===== config.mk =====
export PLATFORM = sky130hd
export DESIGN_NAME = wb_arbiter
export DESIGN_NICKNAME = d
export VERILOG_FILES = /design/src/rtl/wb_pkg.sv /design/src/rtl/wb_fifo2.sv /design/src/rtl/wb_arbiter.sv
export SDC_FILE = /design/constraint.sdc
export NUM_CORES = 1
export LEC_CHECK = 0
export BUFFER_PORTS_ARGS = -buffer_cell sky130_fd_sc_hd__buf_2
export CORE_ASPECT_RATIO = 1.5
export CORE_MARGIN = 2
export CORE_UTILIZATION = 30
export CTS_BUF_LIST = sky130_fd_sc_hd__clkbuf_16
export DETAILED_ROUTE_END_ITERATION = 10
export PLACE_DENSITY_LB_ADDON = 0.2
export SLEW_MARGIN = 20
export SYNTH_ARGS = -nofsm -noshare
export SYNTH_HDL_FRONTEND = slang
export SYNTH_SLANG_ARGS = --single-unit

===== constraint.sdc =====
create_clock -name clk -period 5.2 [get_ports clk]
set_clock_uncertainty 0.05 [all_clocks]
set_input_delay 0.26 -clock clk [delete_from_list [all_inputs] [get_ports clk]]
set_output_delay 0.26 -clock clk [all_outputs]
set_load 0.05 [all_outputs]

===== src/rtl/wb_pkg.sv =====
// Shared widths and the buffered write-back entry type for the write-back arbiter.
package wb_pkg;

    localparam int REG_ADDR_W    = 5;
    localparam int REG_DATA_W    = 32;
    localparam int WB_FIFO_DEPTH = 2;
    localparam int CNT_W         = 2;

    typedef struct packed {
        logic [REG_ADDR_W-1:0] waddr;
        logic [REG_DATA_W-1:0] wdata;
    } wb_entry_t;

    // Register x0 is hardwired, so a write to it is consumed but never issued.
    function automatic logic addr_writes(input logic [REG_ADDR_W-1:0] waddr);
        return waddr != '0;
    endfunction

endpackage


===== src/rtl/wb_fifo2.sv =====
// Two-entry in-order FIFO of {waddr, wdata}; exposes every slot's address and
// occupancy so the arbiter can detect write-after-write hazards against loads.
module wb_fifo2
    import wb_pkg::*;
(
    input  logic                  clk,
    input  logic                  rst,
    input  logic                  push,
    input  logic [REG_ADDR_W-1:0] push_waddr,
    input  logic [REG_DATA_W-1:0] push_wdata,
    input  logic                  pop,
    output logic [REG_ADDR_W-1:0] head_waddr,
    output logic [REG_DATA_W-1:0] head_wdata,
    output logic [CNT_W-1:0]      count,
    output logic [REG_ADDR_W-1:0] entry_waddr0,
    output logic [REG_ADDR_W-1:0] entry_waddr1,
    output logic [1:0]            entry_valid
);

    wb_entry_t        mem [WB_FIFO_DEPTH];
    logic             rd_ptr;
    logic             wr_ptr;
    logic [CNT_W-1:0] cnt;
    logic             pop_ok;
    logic             push_ok;
    wb_entry_t        push_entry;

    // A push into a full FIFO is only legal when the head leaves in the same cycle.
    assign pop_ok  = pop && (cnt != '0);
    assign push_ok = push && ((cnt != CNT_W'(WB_FIFO_DEPTH)) || pop_ok);

    assign push_entry.waddr = push_waddr;
    assign push_entry.wdata = push_wdata;

    always_ff @(posedge clk) begin
        if (rst) begin
            rd_ptr <= 1'b0;
            wr_ptr <= 1'b0;
            cnt    <= '0;
        end else begin
            if (push_ok) begin
                wr_ptr <= ~wr_ptr;
            end
            if (pop_ok) begin
                rd_ptr <= ~rd_ptr;
            end
            case ({push_ok, pop_ok})
                2'b10:   cnt <= cnt + CNT_W'(1);
                2'b01:   cnt <= cnt - CNT_W'(1);
                default: cnt <= cnt;
            endcase
        end
    end

    // Payload storage carries no reset; occupancy alone says what is live.
    always_ff @(posedge clk) begin
        if (push_ok) begin
            mem[wr_ptr] <= push_entry;
        end
    end

    assign head_waddr   = mem[rd_ptr].waddr;
    assign head_wdata   = mem[rd_ptr].wdata;
    assign count        = cnt;
    assign entry_waddr0 = mem[0].waddr;
    assign entry_waddr1 = mem[1].waddr;

    // The head slot is live with one entry; the other slot needs a full FIFO.
    assign entry_valid[0] = rd_ptr ? (cnt == CNT_W'(2)) : (cnt != '0);
    assign entry_valid[1] = rd_ptr ? (cnt != '0) : (cnt == CNT_W'(2));

endmodule


===== src/rtl/wb_arbiter.sv =====
// Register-file write-back arbiter: loads win the write port, EX results are
// buffered in order in a two-entry FIFO, and loads wait out WAW hazards on it.
module wb_arbiter
    import wb_pkg::*;
(
    input  logic                  clk,
    input  logic                  rst,
    input  logic                  ex_valid_i,
    input  logic [REG_ADDR_W-1:0] ex_waddr_i,
    input  logic [REG_DATA_W-1:0] ex_wdata_i,
    output logic                  ex_ready_o,
    input  logic                  ld_valid_i,
    input  logic [REG_ADDR_W-1:0] ld_waddr_i,
    input  logic [REG_DATA_W-1:0] ld_wdata_i,
    output logic                  ld_ready_o,
    output logic                  reg_wen_o,
    output logic [REG_ADDR_W-1:0] reg_waddr_o,
    output logic [REG_DATA_W-1:0] reg_wdata_o,
    output logic [CNT_W-1:0]      fifo_cnt_o
);

    logic                  fifo_push;
    logic                  fifo_pop;
    logic [REG_ADDR_W-1:0] head_waddr;
    logic [REG_DATA_W-1:0] head_wdata;
    logic [CNT_W-1:0]      fifo_cnt;
    logic [REG_ADDR_W-1:0] entry_waddr0;
    logic [REG_ADDR_W-1:0] entry_waddr1;
    logic [1:0]            entry_valid;
    logic                  ld_hazard;
    logic                  ld_acc;
    logic                  ex_acc;
    logic                  ex_bypass;
    logic                  sel_vld_p0;
    logic [REG_ADDR_W-1:0] sel_waddr_p0;
    logic [REG_DATA_W-1:0] sel_wdata_p0;
    logic                  sel_writes_p0;

    wb_fifo2 u_fifo (
        .clk          (clk),
        .rst          (rst),
        .push         (fifo_push),
        .push_waddr   (ex_waddr_i),
        .push_wdata   (ex_wdata_i),
        .pop          (fifo_pop),
        .head_waddr   (head_waddr),
        .head_wdata   (head_wdata),
        .count        (fifo_cnt),
        .entry_waddr0 (entry_waddr0),
        .entry_waddr1 (entry_waddr1),
        .entry_valid  (entry_valid)
    );

    // EX readiness looks only at registered occupancy, never at this cycle's pop.
    assign ex_ready_o = (fifo_cnt < CNT_W'(WB_FIFO_DEPTH));

    assign ld_hazard = addr_writes(ld_waddr_i) &&
                       ((entry_valid[0] && (entry_waddr0 == ld_waddr_i)) ||
                        (entry_valid[1] && (entry_waddr1 == ld_waddr_i)));
    assign ld_ready_o = !ld_hazard;

    assign ld_acc = ld_valid_i && ld_ready_o && !rst;
    assign ex_acc = ex_valid_i && ex_ready_o && !rst;

    // Stage p0: pick the write-port source by priority load > FIFO head > EX bypass.
    always_comb begin
        sel_vld_p0   = 1'b0;
        sel_waddr_p0 = '0;
        sel_wdata_p0 = '0;
        fifo_pop     = 1'b0;
        ex_bypass    = 1'b0;
        if (ld_acc) begin
            sel_vld_p0   = 1'b1;
            sel_waddr_p0 = ld_waddr_i;
            sel_wdata_p0 = ld_wdata_i;
        end else if (!rst && (fifo_cnt != '0)) begin
            sel_vld_p0   = 1'b1;
            sel_waddr_p0 = head_waddr;
            sel_wdata_p0 = head_wdata;
            fifo_pop     = 1'b1;
        end else if (ex_acc) begin
            sel_vld_p0   = 1'b1;
            sel_waddr_p0 = ex_waddr_i;
            sel_wdata_p0 = ex_wdata_i;
            ex_bypass    = 1'b1;
        end
    end

    assign fifo_push     = ex_acc && !ex_bypass;
    assign sel_writes_p0 = sel_vld_p0 && addr_writes(sel_waddr_p0);

    // Stage p1: registered write port; address/data hold unless a real write issues.
    always_ff @(posedge clk) begin
        if (rst) begin
            reg_wen_o   <= 1'b0;
            reg_waddr_o <= '0;
            reg_wdata_o <= '0;
        end else begin
            reg_wen_o <= sel_writes_p0;
            if (sel_writes_p0) begin
                reg_waddr_o <= sel_waddr_p0;
                reg_wdata_o <= sel_wdata_p0;
            end
        end
    end

    assign fifo_cnt_o = fifo_cnt;

endmodule

# Word-level counts from Yosys, hierarchy flattened
# Memory sizes are Yosys's and may differ from the RTL's. A register that Yosys moved wholly into a read port is not among the register bits.
# Cells that the tools add are included.
# classes
add_sub_neg	2
div_mod_pow	0
shifts	0
n_eq_ne	6
magnitude_cmp	1
n_bitwise	2
muxes	20
multipliers	0
n_reduce_logical	21
# ops
cell	count
two-way mux 32 bit	3
two-way mux 5 bit	3
two-way mux 1 bit	13
logical AND 1 bit	12
== test 5 bit	2
nonzero test 5 bit	2
== test 2 bit, second input constant	2
one-hot mux 2 bit (2 select lines)	1
nonzero test 2 bit	2
zero test 1 bit	3
adder 2 x 1 -> 2 bit, second input constant	1
== test 2 x 1 -> 1 bit, second input constant	1
logical OR 1 bit	2
less-than comparator 2 bit, second input constant	1
inequality test 2 bit, second input constant	1
inverter 1 bit	2
subtractor 2 x 1 -> 2 bit, second input constant	1
# totals
latchBits	0
romBits	0
memories	1
elab_cells	59
mem_bits_rw	74
inputBits	78
ff_bits	42
# memory_table
memory	depth	width	read_ports	rd_clocked_by_memory_dff	write_ports	line_no	rtl
u_fifo.mem	2	37	3	1	1	wb_fifo2.sv:20	wb_entry_t mem [WB_FIFO_DEPTH];

# Depth between registers and ports, before layout
# Gate-level depths: netlist of the first run.
# logic_depth
depth_word	14
mapped_depth	10

# Modules after synthesis
# Synthesis of the first run repeated with hierarchy kept, for this count alone.
# unflattened
cells_unflattened	418
hier_area_um2	5272.6
# modules_own_cells
mod	seq_area_each_um2	area_each_um2	n_inst	cells_per_inst
wb_fifo2	2322.2	3004.1	1	156
wb_arbiter	760.7	2268.4	1	262

# Least setup slack after synthesis of the first run
# Ideal clock, no wire load.
# synth_timing
kind	register to register
start	register u_fifo.cnt[0], in the netlist u_fifo.count[0]
end	memory u_fifo.mem[0][0] (netlist bit) (enable)
arrival_time_ns	3.123
required_ns	4.719
path_stages_with_launch	8
setup_slack_ns	1.596
setup_ns	0.431
synth_period_minus_slack_ns	3.604
cell_sequence	dfxtp_1 -> buf_4 -> nand2b_4 -> a21oi_1 -> nand4_1 -> a31o_2 -> nand4_1 -> nor2_1
# synth_between
elab_chain_len	14
# synth_rtl
element	line_no	rtl
start: declaration	wb_fifo2.sv:23	logic [CNT_W-1:0] cnt;
start signal: assignment	wb_fifo2.sv:48	2'b10: cnt <= cnt + CNT_W'(1);
start signal: assignment	wb_fifo2.sv:49	2'b01: cnt <= cnt - CNT_W'(1);
start signal: assignment	wb_fifo2.sv:50	default: cnt <= cnt;
== test 2 bit / nonzero test 2 bit (equally long branches)	wb_fifo2.sv:69, wb_fifo2.sv:70, wb_fifo2.sv:29	
two-way mux 1 bit, on equally long branches	wb_fifo2.sv:69, wb_fifo2.sv:70	
logical AND 1 bit, on equally long branches	wb_arbiter.sv:58, wb_arbiter.sv:59	
logical OR 1 bit	wb_arbiter.sv:58	((entry_valid[0] && (entry_waddr0 == ld_waddr_i)) ||
logical AND 1 bit	wb_arbiter.sv:57	assign ld_hazard = addr_writes(ld_waddr_i) &&
zero test 1 bit	wb_arbiter.sv:60	assign ld_ready_o = !ld_hazard;
logical AND 1 bit (2 in a row)	wb_arbiter.sv:62	assign ld_acc = ld_valid_i && ld_ready_o && !rst;
two-way mux 1 bit	wb_arbiter.sv:72	if (ld_acc) begin
zero test 1 bit / logical AND 1 bit (equally long branches)	wb_arbiter.sv:89, wb_fifo2.sv:29	
logical AND 1 bit / logical OR 1 bit (equally long branches)	wb_arbiter.sv:89, wb_fifo2.sv:30	
logical AND 1 bit *	wb_fifo2.sv:30	assign push_ok = push && ((cnt != CNT_W'(WB_FIFO_DEPTH)) || pop_ok);
two-way mux 1 bit *	wb_fifo2.sv:57	if (push_ok) begin
two-way mux 1 bit (implied by the code) *	wb_fifo2.sv:58	mem[wr_ptr] <= push_entry;
end: declaration	wb_fifo2.sv:20	
# Mark *: on every way between the ends. The rest lies on a longest branch, timed or not.

# Final worst setup path of the first run
# layout_timing
start	register u_fifo.cnt[0], in the netlist u_fifo.count[0]
end	register reg_wdata_o[8]
# layout_between
elab_chain_len	11
# layout_rtl
element	line_no	rtl
== test 2 bit / nonzero test 2 bit (equally long branches)	wb_fifo2.sv:69, wb_fifo2.sv:70, wb_arbiter.sv:76	
two-way mux 1 bit, on equally long branches	wb_fifo2.sv:69, wb_fifo2.sv:70	
logical AND 1 bit, on equally long branches	wb_arbiter.sv:58, wb_arbiter.sv:59	
logical OR 1 bit	wb_arbiter.sv:58	
logical AND 1 bit	wb_arbiter.sv:57	
zero test 1 bit	wb_arbiter.sv:60	
logical AND 1 bit (2 in a row)	wb_arbiter.sv:62	
two-way mux 5 bit	wb_arbiter.sv:72	
nonzero test 5 bit	wb_pkg.sv:16	return waddr != '0;
logical AND 1 bit	wb_arbiter.sv:90	assign sel_writes_p0 = sel_vld_p0 && addr_writes(sel_waddr_p0);
end signal: assignment	wb_arbiter.sv:102	reg_wdata_o <= sel_wdata_p0;
end: declaration	wb_arbiter.sv:18	output logic [REG_DATA_W-1:0] reg_wdata_o,
# Parallel ways exist; a longest one is shown, timed or not.
# A chain may end at the register's enable or synchronous reset.

==> results of run 1 <==
-- state kept, by name, indices dropped and copies added (netlist names), named ones only --
| register | cells |
|---|---|
| u_fifo.mem | 74 |
| u_fifo.wr_ptr | 1 |
| reg_wdata_o | 32 |
| u_fifo.rd_ptr | 1 |
| u_fifo.count | 2 |
| reg_wen_o | 1 |
| reg_waddr_o | 5 |
-- cell usage after synthesis (3+ instances only) --
cell,count
mux2i_1,74
o21ai_0,40
o2bb2ai_1,26
buf_2,6
or4_1,3
dfxtp_1,43
a21oi_1,5
nor2_1,8
buf_6,9
clkbuf_1,6
edfxtp_1,74
xor2_1,11
nand2_1,40
inv_1,4
o2bb2ai_2,11
-- through the flow --
| stage | setup WS [ns] | hold WS (ns) | area, um^2 | power, mW |
|---|---|---|---|---|
| CTS | 2.28 | 0.00213 | 6710 | 2.68 |
| global placement | 2.35 | 0.393 | 5920 | 1.44 |
| floorplan | 1.60 | 0.309 | 5170 | 1.34 |
| detailed placement | 2.29 | 0.391 | 5920 | 1.44 |
| global route | 2.30 | 0.00314 | 6780 | 2.76 |
| finish | 2.46 | 0.0208 | 6780 | 2.65 |
-- area by class of cell --
cell class              count  area, um^2
clock buffers              17         425
clock inverters            15         189
fillers                  1622       10100
inverters                   5        18.8
multi-input cells         243        1940
flip-flops and latches    117        3080
well taps                 210         263
repair buffers            143         863
-- cells by family after synthesis --
kind of cell | share of synthesized area, %
fa+ha+maj | 0.242
flops | 59.6
mux | 14.3
xor+xnor | 2.03
simple gates | 6.29
compound gates | 13.8
buf+inv | 3.70
-- path summary, 6_finish.rpt --
path,startpoint,to,slack (ns),cells past startpoint
worst min register to register,reg_wdata_o[31],reg_wdata_o[31],0.41,1
worst max register to register,u_fifo.count[0],reg_wdata_o[8],2.46,7
worst min-delay path,ex_wdata_i[17],u_fifo.mem[1][17],0.02,1
worst max-delay path,u_fifo.count[0],reg_wdata_o[8],2.46,7
-- critical path, cell delays in order (launching register included) --
cell,delay (ns)
dfxtp_1,0.57
nand2b_2,0.12
a2111oi_4,0.38
nand3_1,0.17
nand3_2,0.45
buf_4,0.47
mux2i_1,0.32
o2bb2ai_2,0.07
-- routing by layer --
layer  up-vias  routed length (um)  part of all wire (%)
li1       1748                   -                     -
met1      1724                4880                    39
met2        92                6890                    55
met3        19                 481                   3.8
met4         2                 242                   1.9
met5         -                  11                 0.088
-- power by group --
group          leakage, nW  switching, mW  internal [mW]  total [mW]
logic                 1.27          0.246          0.122       0.368
registers             1.03         0.0268           1.04        1.06
clock network        0.297          0.421          0.797        1.22
total                 2.59          0.694           1.96        2.65
-- repair_timing --
action                                 in CTS  in global routing
hold buffers                               17                  2
resized for setup                           0                  0
endpoints found under the hold margin      31                  2
==> run summary, run 1 <==
Final Net Count: 606
fmax: 365 MHz
RSZ-0062 raised after global routing: false
post-route DRC violation count: 0
Hold Path Class: in2reg
setup total negative slack: 0 ns
Layout Cells excl Fill: 750
cell area power density: 391 nW/um^2
startpoint types: register
Critical Path AT: 2.97 ns
Max-Cap Viols: 0
first-pass GRT wire length: 19,600 um
Seq/Total Area, Yosys: 59.6%
CP Max Fanout: 21
IO Port Bufs: 119
Synth Instances: 389
Slew @ Worst Pin: 0.997 ns
H-tree depth: 4
post-layout util: 40.3%
vias per cell: 4.78
met3 Use GR: 3.38%
gpl congestion: 0.846
Post-synth EDFFs: 74
Wirelength per Cell: 16.7 um
vias in the first global route: 3,719
top_reg_cell synth: edfxtp_1
ANT cells: 0
met1 usage: 14.6%
Yosys reg bits: 117
CTS buffer count: 17
Setup Fix Bufs, Post-CTS: 0
Sink Count: 117
largest area contributor in the netlist: edfxtp_1
Leak Pwr: 2.59 nW
Clk Latency, worst-skew pair: 0.40 ns
Final Hold Viols: 0
Post-Place Cells: 697
syn nets: 468
Die Wd: 111 um
FP Rows: 58
Die Span Y: 165 um
Overall Global Routing Usage: 13.9%
core box area: 16,800 um^2
max-slew violation count: 0
Max clock buf depth: 2
Max IR drop VDD: 0.165 mV
1st-pass router iterations: 5
Initial Util: 30.7%
area delta synth->final: 31.1%
layout cells sized above 1: 33.1%
num ports: 120
final wirelength: 12,500 um
largest net degree at the start of global routing: 42
Setup CP Type: reg2reg
DR iter-0 viols: 136
Syn Area/Cell: 13.3 um^2
commonest non-fill, non-tap cell in the layout: buf_2
Synth Cell Area: 5170 um^2
CP Data Required Time: 5.43 ns
synth top area cells: edfxtp_1 43%, dfxtp_1 17%, mux2i_1 14%
Detail Route Antenna Nets: 0
routed via count: 3,585
minimum clock period: 2.74 ns
crit path capture type: register
initial antenna violation count: 1
unique cell type count in the Yosys netlist: 39
commonest cells after routing, fill and taps aside: 119 x buf_2, 74 x mux2i_1, 74 x edfxtp_1
FFs w/ async S/R, synth: 0%
final setup violation count: 0
outcome: completed
Synth top area share: 43.0%
total grt overflow: 0
CTS tree: done
post-DP HPWL: 8070 um
yosys warns: 0
met2 usage: 26.5%
Die ar.: 18,300 um^2
clock slew at reported path FFs: 0.06 ns
max_slew headroom: 33.3%
most used routing layer: met2
Clock Root Buffer: clkbuf_16
final worst-path cycle share: 52.7%
(Power assumes the default switching activity.)
==> run 2, diff against run 1 <==
- clock period: 5.2 -> 2.3 ns (I/O delays scaled with it)
==> run 2 against run 1 <==
Via count is 7.6% higher; final cell count is 9.7% higher; non-clock buffer count is 73 higher; die area stayed put; clock power is 120% higher; combinational power grew to 2.7 times the previous value; final area is 12% higher; sequential power is 130% higher; critical path type unchanged; largest cell class unchanged.
==> run summary, run 2 (synthesized netlist as in run 1, its figures left out) <==
outcome: completed
Die Wd: 111 um (unchanged)
H-tree depth: 4 (unchanged)
placed cell areas: 6150 um^2 (+3.8%)
CTS tree: done
minimum clock period: 2.29 ns (-0.448 ns)
Fillers: 1,565 (-3.5%)
Wirelength per Cell: 16.7 um (+0.21%)
Max clock buf depth: 2 (unchanged)
Leak Pwr: 2.93 nW (+13%)
Initial Util: 30.7% (unchanged)
Clock Root Buffer: clkbuf_16
Die Span Y: 165 um (unchanged)
number of flip-flops in the largest register: 74 (unchanged)
Hold Path Class: in2reg
ANT cells: 0 (unchanged)
Slew @ Worst Pin: 0.620 ns (-0.377 ns)
FF-to-FF path depth: 9 (+2)
1st-pass router iterations: 4 (-1)
Max IR drop VDD: 0.402 mV (+140%)
first-pass GRT wire length: 21,100 um (+7.8%)
footprint of the multi-input gates: 1950 um^2 (+0.77%)
final wirelength: 13,700 um (+10%)
vias per cell: 4.69 (-2.0%)
final setup violation count: 0 (unchanged)
DR iter-0 viols: 152 (+12%)
Worst R2R End: u_fifo.count[1]
initial antenna violation count: 0 (-1)
layout cells sized above 1: 34.1% (+0.95 points)
post-route DRC violation count: 0 (unchanged)
crit path capture type: register
Final WS setup: 0.00957 ns (-2.45 ns)
Max-Cap Viols: 0 (unchanged)
finished layout cell area: 7560 um^2 (+12%)
RSZ-0062 raised after global routing: true
Die ar.: 18,300 um^2 (unchanged)
vias in the first global route: 4,051 (+8.9%)
gpl congestion: 0.796 (-5.9%)
CTS buffer count: 17 (unchanged)
commonest non-fill, non-tap cell in the layout: buf_2
Worst Hold End: reg_waddr_o[0]
origin of the worst min-delay path: ld_waddr_i[0]
fmax: 437 MHz (+20%)
Overall Global Routing Usage: 14.9% (+1.0 points)
core box area: 16,800 um^2 (unchanged)
routed via count: 3,857 (+7.6%)
Slowest cell on crit path: edfxtp_1
max-slew violation count: 0 (unchanged)
Clk Latency, worst-skew pair: 0.41 ns (about the same)
total grt overflow: 0 (unchanged)
Detail Route Antenna Nets: 0 (unchanged)
area delta synth->final: 46.2%
worst path cell trace: xor2_1, a2111oi_4, nand3_1, a31o_2, nand4_1, ha_1, xnor2_1, or3_1, a21oi_1
Sink Count: 117 (unchanged)
clock slew at reported path FFs: 0.06 ns (about the same)
hold path depth: 3 (+2)
Critical Path AT: 2.57 ns (-0.40 ns)
commonest cells after routing, fill and taps aside: 119 x buf_2, 74 x mux2i_1, 74 x edfxtp_1
cell area power density: 808 nW/um^2 (+110%)
Top reg by flops: u_fifo.mem
pre-CTS setup slack: 0.0289 ns (-2.26 ns)
Reg-to-Reg Start: u_fifo.mem[0][33]
max_slew headroom: 58.7% (+25 points)
final worst-path cycle share: 99.6% (+47 points)
CP Data Required Time: 2.58 ns (-2.85 ns)
post-DP HPWL: 8780 um (+8.8%)
num ports: 120 (unchanged)
CP Max Fanout: 2 (-90%)
Final Net Count: 679 (+12%)
max incr delay on CP: 0.40 ns (-0.17 ns)
FP Rows: 58 (unchanged)
Register Area: 3090 um^2 (+0.16%)
Top Registers: u_fifo.mem x74, reg_wdata_o x32, reg_waddr_o x5
IO Port Bufs: 119 (unchanged)
startpoint types: register
Final Hold Viols: 0 (unchanged)
Setup CP Type: reg2reg
r2r setup slk: 0.01 ns (-2.45 ns)
largest net degree at the start of global routing: 38 (-9.5%)
run 2: changes by cell type in the layout (fill, tap and decap cells not counted), sizes merged:
cell,before,now
clkbuf,17,19
bufinv,4,3
inv,9,8
buf,124,145
clkinvlp,3,4
clkinv,4,5
dlygate4sd3,19,69
run 2: final cells by class:
cell class              count  area share (%)
clock buffers              17            5.62
clock inverters            15            2.38
inverters                   5           0.248
multi-input cells         243            25.8
flip-flops and latches    117            40.8
well taps                 210            3.47
repair buffers            216            21.6
run 2: layer usage:
metal / vias up / share of wire (%) / wire length, um / GRT usage, %
li1: 1899 / - / - / -
met1: 1851 / 41 / 5630 / 16.7
met2: 94 / 54 / 7480 / 27.7
met3: 13 / 3.2 / 435 / 2.72
met4: 0 / 1.5 / 205 / 6.57
met5: - / 0 / 0 / 0
run 2: critical path: cells and delay by family, from the launching register on:
kind / cells / cell delay, ns
and+or+nand+nor: 3 / 0.64
adders and majority gates: 1 / 0.16
DFF: 1 / 0.40
xor gates and xnor gates: 2 / 0.25
AOI/OAI and AO/OA: 3 / 0.71
run 2: worst max-delay path by stage:
stage | from | cells after the start | to
2_1_floorplan | u_fifo.count[0] | 10 | u_fifo.count[1]
3_3_place_gp | u_fifo.mem[0][34] | 9 | u_fifo.count[1]
3_5_place_dp | u_fifo.mem[0][34] | 9 | u_fifo.count[1]
4_1_cts | u_fifo.mem[0][33] | 9 | u_fifo.count[1]
5_1_grt | u_fifo.mem[0][33] | 9 | u_fifo.count[1]
6_report | u_fifo.mem[0][33] | 9 | u_fifo.count[1]
run 2: what timing repair did:
item,CTS,global route
cloned,0,3
pin swaps,2,8
setup buffers,1,4
setup endpoints to repair,1,18
gates resized for setup,0,3
endpoints found under the hold margin,106,0
hold buffers,69,0
run 2: report_power, final:
| part | internal [mW] | switching [mW] |
|---|---|---|
| Clock | 1.71 | 1.01 |
| Sequential | 2.35 | 0.0530 |
| Combinational | 0.393 | 0.600 |
| Total | 4.45 | 1.66 |
run 2: stage by stage:
step / hold WS [ns] / util [%] / instances / setup TNS (ns) / power, mW
floorplan: 0.164 / - / 389 / -8.33 / 3.02
global placement: 0.268 / 36.5 / 715 / 0 / 3.30
detailed placement: 0.271 / 36.5 / 715 / 0 / 3.32
CTS: 0.00848 / 44.3 / 817 / 0 / 6.14
global route: 0.0331 / 44.9 / 823 / -0.157 / 6.35
finish: 0.0297 / 44.9 / 823 / 0 / 6.11
==> run 3, diff against run 2 <==
- CTS_BUF_LIST: sky130_fd_sc_hd__clkbuf_16 -> sky130_fd_sc_hd__clkbuf_4
- clock period: 2.3 -> 2.7 ns (I/O delays scaled with it)
==> run 3 against run 2 <==
Clock power down 46%; fmax fell by 11%; total power fell by 29%; final area down 4.5%; flip-flop and latch count unchanged; core utilization is 2.0 points lower; register-to-register slack gained 0.12 ns; first-iteration DRC count is 21% lower.
==> run summary, run 3 (synthesized netlist as in run 1, its figures left out) <==
outcome: completed
final worst-path cycle share: 95.3% (-4.3 points)
Top reg by flops: u_fifo.mem
commonest cells after routing, fill and taps aside: 119 x buf_2, 76 x dlygate4sd3_1, 74 x mux2i_1, 74 x edfxtp_1, 41 x dfxtp_1
CP Data Required Time: 3.10 ns (+0.52 ns)
Clock Root Buffer: clkbuf_4
DR iter-0 viols: 120 (-21%)
vias in the first global route: 4,034 (-0.42%)
Crit. Startpoint: u_fifo.mem[0][33]
Critical Path AT: 2.97 ns (+0.40 ns)
placed cell areas: 6020 um^2 (-2.0%)
Sink Count: 117 (unchanged)
Hold Path Class: in2reg
routed via count: 3,804 (-1.4%)
area delta synth->final: 39.7%
Max-Cap Viols: 0 (unchanged)
num ports: 120 (unchanged)
commonest non-fill, non-tap cell in the layout: buf_2
Final Net Count: 676 (-0.44%)
gpl congestion: 0.819 (+2.8%)
max-slew violation count: 0 (unchanged)
FP Rows: 58 (unchanged)
Reg-to-Reg Start: u_fifo.mem[0][33]
minimum clock period: 2.57 ns (+0.283 ns)
Final Hold Viols: 0 (unchanged)
Initial Util: 30.7% (unchanged)
Die Wd: 111 um (unchanged)
final setup violation count: 0 (unchanged)
post-route DRC violation count: 0 (unchanged)
max_slew headroom: 60.0% (+1.3 points)
max incr delay on CP: 0.46 ns (+0.06 ns)
Leak Pwr: 2.77 nW (-5.5%)
first-pass GRT wire length: 20,900 um (-1.0%)
number of flip-flops in the largest register: 74 (unchanged)
fmax: 389 MHz (-11%)
Die Span Y: 165 um (unchanged)
layout cells sized above 1: 33.0% (-1.1 points)
Clk Latency, worst-skew pair: 0.51 ns (+0.10 ns)
IO Port Bufs: 119 (unchanged)
worst path cell trace: xor2_2, a2111oi_4, nand3_2, a31o_2, nand4_1, buf_6, buf_4, ha_4, or3_1, a21oi_1
clock slew at reported path FFs: 0.12 ns (+0.06 ns)
Top Registers: u_fifo.mem x74, reg_wdata_o x32, reg_waddr_o x5
total grt overflow: 0 (unchanged)
Max clock buf depth: 2 (unchanged)
CTS tree: done
H-tree depth: 4 (unchanged)
Slew @ Worst Pin: 0.601 ns (-0.0192 ns)
final wirelength: 13,300 um (-3.3%)
vias per cell: 4.63 (-1.1%)
crit path capture type: register
initial antenna violation count: 1 (+1)
finished layout cell area: 7230 um^2 (-4.5%)
Max IR drop VDD: 0.300 mV (-25%)
delay-heaviest family, CP: compound AO/OA/AOI/OAI gates
CP Max Fanout: 3 (+1)
Detail Route Antenna Nets: 0 (unchanged)
Overall Global Routing Usage: 14.6% (-0.32 points)
startpoint types: register
core box area: 16,800 um^2 (unchanged)
Post-Place Cells: 709 (-0.84%)
Wirelength per Cell: 16.2 um (-3.0%)
Setup CP Type: reg2reg
CTS buffer count: 17 (unchanged)
Die ar.: 18,300 um^2 (unchanged)
RSZ-0062 raised after global routing: false
origin of the worst min-delay path: ld_valid_i
Slowest cell on crit path: edfxtp_1
largest net degree at the start of global routing: 38 (unchanged)
1st-pass router iterations: 4 (unchanged)
post-DP HPWL: 8530 um (-2.8%)
Crit path buffers/inverters: 2 (+2)
cell area power density: 597 nW/um^2 (-26%)
Tot Pwr: 4.31 mW (-29%)
Layout Cells excl Fill: 821 (-0.24%)
run 3: cell count changes in the layout (fill, tap and decap cells not counted), sizes merged:
cell	delta
bufinv	+1
dlygate4sd3	+7
clkinvlp	-1
clkbuf	-2
diode	+1
buf	-8
run 3: worst register-to-register path: stages, from the launching register on:
cell and delay, ns:
edfxtp_1 0.46, xor2_2 0.18, a2111oi_4 0.36, nand3_2 0.12
a31o_2 0.27, nand4_1 0.10, buf_6 0.13, buf_4 0.13
ha_4 0.21, or3_1 0.37, a21oi_1 0.14
run 3: metal layers:
layer | track usage, % | wire length [um] | up-vias
met5 | 0 | 0 | -
met3 | 2.75 | 357 | 18
met2 | 27.3 | 7170 | 83
met1 | 16.2 | 5490 | 1818
met4 | 6.34 | 282 | 0
li1 | - | - | 1885
run 3: worst paths after layout:
check	end	slack [ns]	cells past startpoint
min reg2reg	reg_waddr_o[4]	0.42	1
min	u_fifo.wr_ptr	0.19	4
max reg2reg	u_fifo.count[1]	0.13	10
max	u_fifo.count[1]	0.13	10
run 3: through the flow:
| stage | TNS, ns | setup slack [ns] | util (%) | hold slack, ns |
|---|---|---|---|---|
| 3_3_place_gp | 0 | 0.0436 | 35.8 | 0.288 |
| 4_1_cts | 0 | 0.00197 | 42.4 | 0.0973 |
| 6_report | 0 | 0.127 | 42.9 | 0.187 |
| 2_1_floorplan | -23.88 | -0.323 | - | 0.184 |
| 5_1_grt | 0 | 0.0485 | 42.9 | 0.143 |
| 3_5_place_dp | -0.536 | -0.0116 | 35.8 | 0.291 |
run 3: repair_timing:
item                                    in CTS  in global routing
hold buffers                                76                  0
hold endpoints to repair                   116                  0
pin swaps                                    0                  2
endpoints found under the setup margin      74                  1
gates resized for setup                      3                  4
gates cloned                                 0                  0
setup buffers                                0                  1
run 3: cell type report:
type / count / area, um^2
Fill cell: 1596 / 9610
Sequential cell: 117 / 3090
Multi-Input combinational cell: 243 / 1980
Timing Repair Buffer: 213 / 1550
Tap cell: 210 / 263
Clock inverter: 15 / 204
Clock buffer: 17 / 128
Inverter: 5 / 18.8
Antenna cell: 1 / 2.50
run 3: report_power, final:
part	switching (mW)	internal [mW]	leakage, nW	total [mW]
sequential	0.0490	2.00	1.03	2.04
combinational	0.500	0.309	1.58	0.809
clock	0.718	0.742	0.167	1.46
